File: config.mk
export PLATFORM = sky130hd
export DESIGN_NAME = pc_sequencer
export DESIGN_NICKNAME = d
export VERILOG_FILES = /design/src/rtl/pc_sequencer.sv
export SDC_FILE = /design/constraint.sdc
export NUM_CORES = 1
export LEC_CHECK = 0
export CAP_MARGIN = 10
export CORE_MARGIN = 4
export CORE_UTILIZATION = 47
export CTS_BUF_LIST = sky130_fd_sc_hd__clkbuf_8
export CTS_CLUSTER_SIZE = 28
export DETAILED_ROUTE_END_ITERATION = 7
export PLACE_DENSITY = 0.92
export SLEW_MARGIN = 40
export SYNTH_ARGS = -nofsm -noshare
export SYNTH_HDL_FRONTEND = slang
export SYNTH_SLANG_ARGS = --single-unit
File: constraint.sdc
create_clock -name clock_in -period 4 [get_ports clock_in]
set_input_delay 0.4 -clock clock_in [delete_from_list [all_inputs] [get_ports clock_in]]
set_output_delay 0.4 -clock clock_in [all_outputs]
set_load 0.02 [all_outputs]
File: src/rtl/pc_sequencer.sv
// pc_sequencer: program-counter stage of the single-cycle CPU.
//
// The block holds the PC and feeds the external branch-target adder:
//   operand A = PC + 4
//   operand B = sign-extended immediate << 2
// It loads the adder result on a taken branch. Before loading, it waits
// BRANCH_WAIT cycles so the adder output can settle. It also handles J-type
// jumps, stalls, halt, and misaligned redirect targets.
//
// Ports
//   clock_in             system clock, all state on rising edge
//   reset_in             synchronous active-high reset
//   stall_in             freeze PC / FSM this cycle
//   halt_in              enter HALT (left only by reset)
//   branch_in            conditional branch in flight
//   bne_in               branch sense (0: take on zero, 1: take on !zero)
//   zero_in              ALU zero flag
//   jump_in              J instruction in flight
//   jump_index_in[25:0]  J-format target index
//   imm_in[15:0]         I-format immediate
//   branch_target_in     adder result (pc_plus4_out + offset_out)
//   pc_out               current PC
//   pc_plus4_out         adder operand A
//   offset_out           adder operand B
//   busy_out             high while waiting for the adder
//   misalign_out         sticky: a misaligned redirect target was seen
//   retired_count_out    completed PC updates, wraps at 2^32
module pc_sequencer #(
    parameter logic [31:0] RESET_PC    = 32'h0000_0000,
    parameter int unsigned BRANCH_WAIT = 1,
    parameter logic [31:0] EXC_VECTOR  = 32'h0000_0080
) (
    input  logic        clock_in,
    input  logic        reset_in,
    input  logic        stall_in,
    input  logic        halt_in,
    input  logic        branch_in,
    input  logic        bne_in,
    input  logic        zero_in,
    input  logic        jump_in,
    input  logic [25:0] jump_index_in,
    input  logic [15:0] imm_in,
    input  logic [31:0] branch_target_in,
    output logic [31:0] pc_out,
    output logic [31:0] pc_plus4_out,
    output logic [31:0] offset_out,
    output logic        busy_out,
    output logic        misalign_out,
    output logic [31:0] retired_count_out
);

    typedef enum logic [1:0] {S_RUN, S_BR_WAIT, S_HALT} state_t;

    localparam logic [3:0] WAIT_INIT = 4'(BRANCH_WAIT);

    state_t      state_q;
    logic [3:0]  cnt_q;
    logic [31:0] pc_q;
    logic        busy_q;
    logic        misalign_q;
    logic [31:0] retired_q;

    logic        taken;
    logic        br_misaligned;
    logic [31:0] br_next_pc;
    logic [31:0] jump_target;

    assign pc_plus4_out = pc_q + 32'd4;
    assign offset_out   = {{14{imm_in[15]}}, imm_in, 2'b00};
    assign taken        = branch_in & (zero_in ^ bne_in);

    // A J target is built with two zero low bits, so it can never be
    // misaligned. Only the adder result needs the alignment check.
    assign jump_target   = {pc_plus4_out[31:28], jump_index_in, 2'b00};
    assign br_misaligned = |branch_target_in[1:0];
    assign br_next_pc    = br_misaligned ? EXC_VECTOR : branch_target_in;

    always_ff @(posedge clock_in) begin
        if (reset_in) begin
            state_q    <= S_RUN;
            cnt_q      <= 4'd0;
            pc_q       <= RESET_PC;
            busy_q     <= 1'b0;
            misalign_q <= 1'b0;
            retired_q  <= 32'd0;
        end else begin
            case (state_q)
                S_RUN: begin
                    if (!stall_in) begin
                        if (halt_in) begin
                            state_q <= S_HALT;
                        end else if (jump_in) begin
                            pc_q      <= jump_target;
                            retired_q <= retired_q + 32'd1;
                        end else if (taken) begin
                            if (BRANCH_WAIT == 0) begin
                                pc_q       <= br_next_pc;
                                misalign_q <= misalign_q | br_misaligned;
                                retired_q  <= retired_q + 32'd1;
                            end else begin
                                state_q <= S_BR_WAIT;
                                cnt_q   <= WAIT_INIT;
                                busy_q  <= 1'b1;
                            end
                        end else begin
                            pc_q      <= pc_plus4_out;
                            retired_q <= retired_q + 32'd1;
                        end
                    end
                end
                S_BR_WAIT: begin
                    // Branch, jump and halt are deliberately ignored here.
                    // The adder result is sampled on the final edge only.
                    if (!stall_in) begin
                        cnt_q <= cnt_q - 4'd1;
                        if (cnt_q == 4'd1) begin
                            pc_q       <= br_next_pc;
                            misalign_q <= misalign_q | br_misaligned;
                            retired_q  <= retired_q + 32'd1;
                            state_q    <= S_RUN;
                            busy_q     <= 1'b0;
                        end
                    end
                end
                default: ; // S_HALT: everything frozen until reset
            endcase
        end
    end

    assign pc_out            = pc_q;
    assign busy_out          = busy_q;
    assign misalign_out      = misalign_q;
    assign retired_count_out = retired_q;

endmodule

==> flow_summary.yaml <==
global_routing:
  grt_antenna_before_repair: 0
  grt_pass1_wl_mm: 24.8
  overflow: 0
  grt_pass1_vias: 4903
  track_usage: 0.263
  grt_max_degree: 53
sta:
  rsz0062_at_grt: "no"
  finalHoldViolCount: 0
  clock_skew_ns: 0.0129
  fin_tns_setup_ns: 0
  fin_ws_ns: 0.462
  post-route-period-util: 0.885
  drv_slew: 0
  tightestPinTransition_ns: 0.764
  timing.fmax_mhz: 283
  fin_crit_ns: 3.54
  setup_viol: 0
  slew_headroom: 0.489
critical_path:
  crit_buf_inv: 2
  endpoint_kind: "output pin"
  cp_data_arrival_time_ns: 3.14
  critPathTopFamily: "simple AND/OR/NAND/NOR gates"
  r2r_setup_slack_ns: 1.40
  cp_max_fo: 12
  crit_required_ns: 3.60
  timing.rr.start: "state_q[1]"
  startpoint_type: "flop"
  cpPeakStageDelay_ns: 0.77
  path_cells: "nand4_1, buf_4, or4_1, or3_1, xnor2_1, clkdlybuf4s50_1"
  critPathKind: "reg -> out"
  r2r_cells: 5
  regToRegEndpoint: "retired_count_out[29]"
  slowest_stage: "or4_1"
die:
  die_area_um2: 11500
  fp.dieH_um: 107
  core_area_um2: 9420
  initial_core_util: 0.491
  rows: 35
  dieWidth_um: 107
  ios: 212
synth:
  synth-edff-count: 0
  ys_ff_latch: 72
  synth_cell_types: 56
  async_flop_share: 0
  avgSynthCellArea_um2: 7.73
  synth_warnings: 0
  yosysSeqAreaShare: 0.312
  synthFlopType: "dfxtp_1"
  syn_area_um2: 4620
  synthCells: 598
power:
  clkPwrFrac: 0.371
  power.total_mw: 1.81
  p_leak_nw: 2.02
  pwr-share-comb: 0.198
  netSwitchingPower_mw: 0.521
  p_seq_frac: 0.430
  switching_share: 0.288
  ir_drop_mv: 0.203
  intPower_mw: 1.29
  power_density_nw_per_um2: 287
finish:
  fillers: 751
  multi_input_area_um2: 2690
  most-common-layout-cells: "162 x clkdlybuf4s50_1, 72 x dfxtp_1, 62 x a21oi_1"
  seqCellArea_um2: 1440
  final_common_cell: "clkdlybuf4s50_1"
  drive_gt1_frac: 0.0563
  nets: 792
  n_antenna_cell: 0
  design_area_um2: 6290
  syn_to_final_growth_pct: 36.0
job:
  cap_violations: 0
cts:
  clock_sinks: 72
  cts_tree: "done"
  cts_buffers: 9
  post-cts-setup-buffers: 0
  cts.clk_slew.worst_paths_ns: 0.08
  clock_latency_ns: 0.35
  cts_hold_buf: 0
  cts_resized: 0
  clockRootBuffer: "clkbuf_8"
  htree_levels: 3
  cts_buffer_depth: 2
detailed_routing:
  drc: 0
  ant_nets: 0
  vias: 4998
  via_per_inst: 5.95
  first_pass_iters: 5
  wl_per_cell_um: 18.5
  routed_wl_mm: 15.5
  drt_iter0_drc: 367
hold_path:
  min_from: "misalign_out"
  hold_end: "misalign_out"
  whs_path_depth: 2
  holdCritPathClass: "reg -> reg"
status:
  status: "complete, no violations"
placed_design:
  dp_slack_ns: 0.830
  hpwl_mm: 11.1
  globalplace.congestion: 0.925
  portBuffers: 163
  dpl_cell_area_um2: 6060
==> cells by family after synthesis <==
group                      after synthesis  synth area share
adders and majority gates                4            0.0108
xor gates and xnor gates                33            0.0625
and+or+nand+nor                        209             0.251
AOI/OAI and AO/OA                      179             0.248
muxes                                    2           0.00487
buffers and inverters                   98             0.110
other                                    1          0.000811
DFF                                     72             0.312
==> through the flow <==
stage | cells | util | hold WS [ns]
floorplan | 599 | - | 0.478
global placement | 824 | 0.643 | 0.445
detailed placement | 824 | 0.644 | 0.452
CTS | 840 | 0.668 | 0.464
global route | 840 | 0.668 | 0.502
finish | 840 | 0.668 | 0.462
==> power groups by stage <==
stage / Clock [mW] / Combinational, mW / Sequential (mW)
after global placement: 0 / 0.349 / 0.791
after CTS: 0.677 / 0.357 / 0.776
after floorplan: 0 / 0.201 / 0.805
after global routing: 0.708 / 0.382 / 0.782
final: 0.671 / 0.359 / 0.778
after detailed placement: 0 / 0.354 / 0.793
==> synth_stat cells (7+ instances only) <==
master	number	area, um2
or4_1	16	120
nor2_1	45	169
clkbuf_1	31	116
xnor2_1	22	193
buf_4	34	255
a21oi_1	63	315
o21ai_0	18	90.1
or3_1	8	50.1
nand2_1	26	97.6
a211oi_1	20	150
o31ai_1	14	105
nand4_1	17	106
inv_1	25	93.8
nor3_1	20	100
or2_1	7	43.8
dfxtp_1	72	1440
o21ai_1	14	70.1
nand3_1	20	100
nor4_1	11	68.8
xor2_1	11	96.3
nand2b_1	14	87.6
o31a_1	8	70.1
==> cell type report <==
class | instances | area share
Multi-Input combinational cell | 429 | 0.428
Tap cell | 129 | 0.0257
Clock buffer | 10 | 0.0219
Timing Repair Buffer | 169 | 0.266
Inverter | 25 | 0.0149
Sequential cell | 72 | 0.229
Clock inverter | 6 | 0.0145
==> worst max-delay path by stage <==
stage | cells past startpoint | end | from
2_1_floorplan | 6 | pc_plus4_out[31] | pc_out[4]
3_3_place_gp | 6 | pc_plus4_out[29] | pc_out[5]
3_5_place_dp | 6 | pc_plus4_out[29] | pc_out[5]
4_1_cts | 6 | pc_plus4_out[29] | pc_out[6]
5_1_grt | 6 | pc_plus4_out[31] | pc_out[5]
6_report | 6 | pc_plus4_out[29] | pc_out[6]
==> registers in the layout, summed over array words and instances (netlist names) <==
name               flops
pc_out                32
retired_count_out     32
cnt_q                  4
state_q                2
misalign_out           1
busy_out               1
==> worst register-to-register path, delay by kind of cell, from the launching register on <==
family | cells | cell delay, ns
DFF | 1 | 0.36
AOI/OAI and AO/OA | 2 | 0.65
and+or+nand+nor | 3 | 1.52
==> layer usage <==
metal	part of all wire	track usage	vias to the layer above
met3	0.10	0.0734	35
li1	-	-	2374
met1	0.40	0.318	2308
met2	0.48	0.452	281
met5	0	0	-
met4	0.024	0.0822	0
No activity file was read; power rests on OpenSTA's default activity.
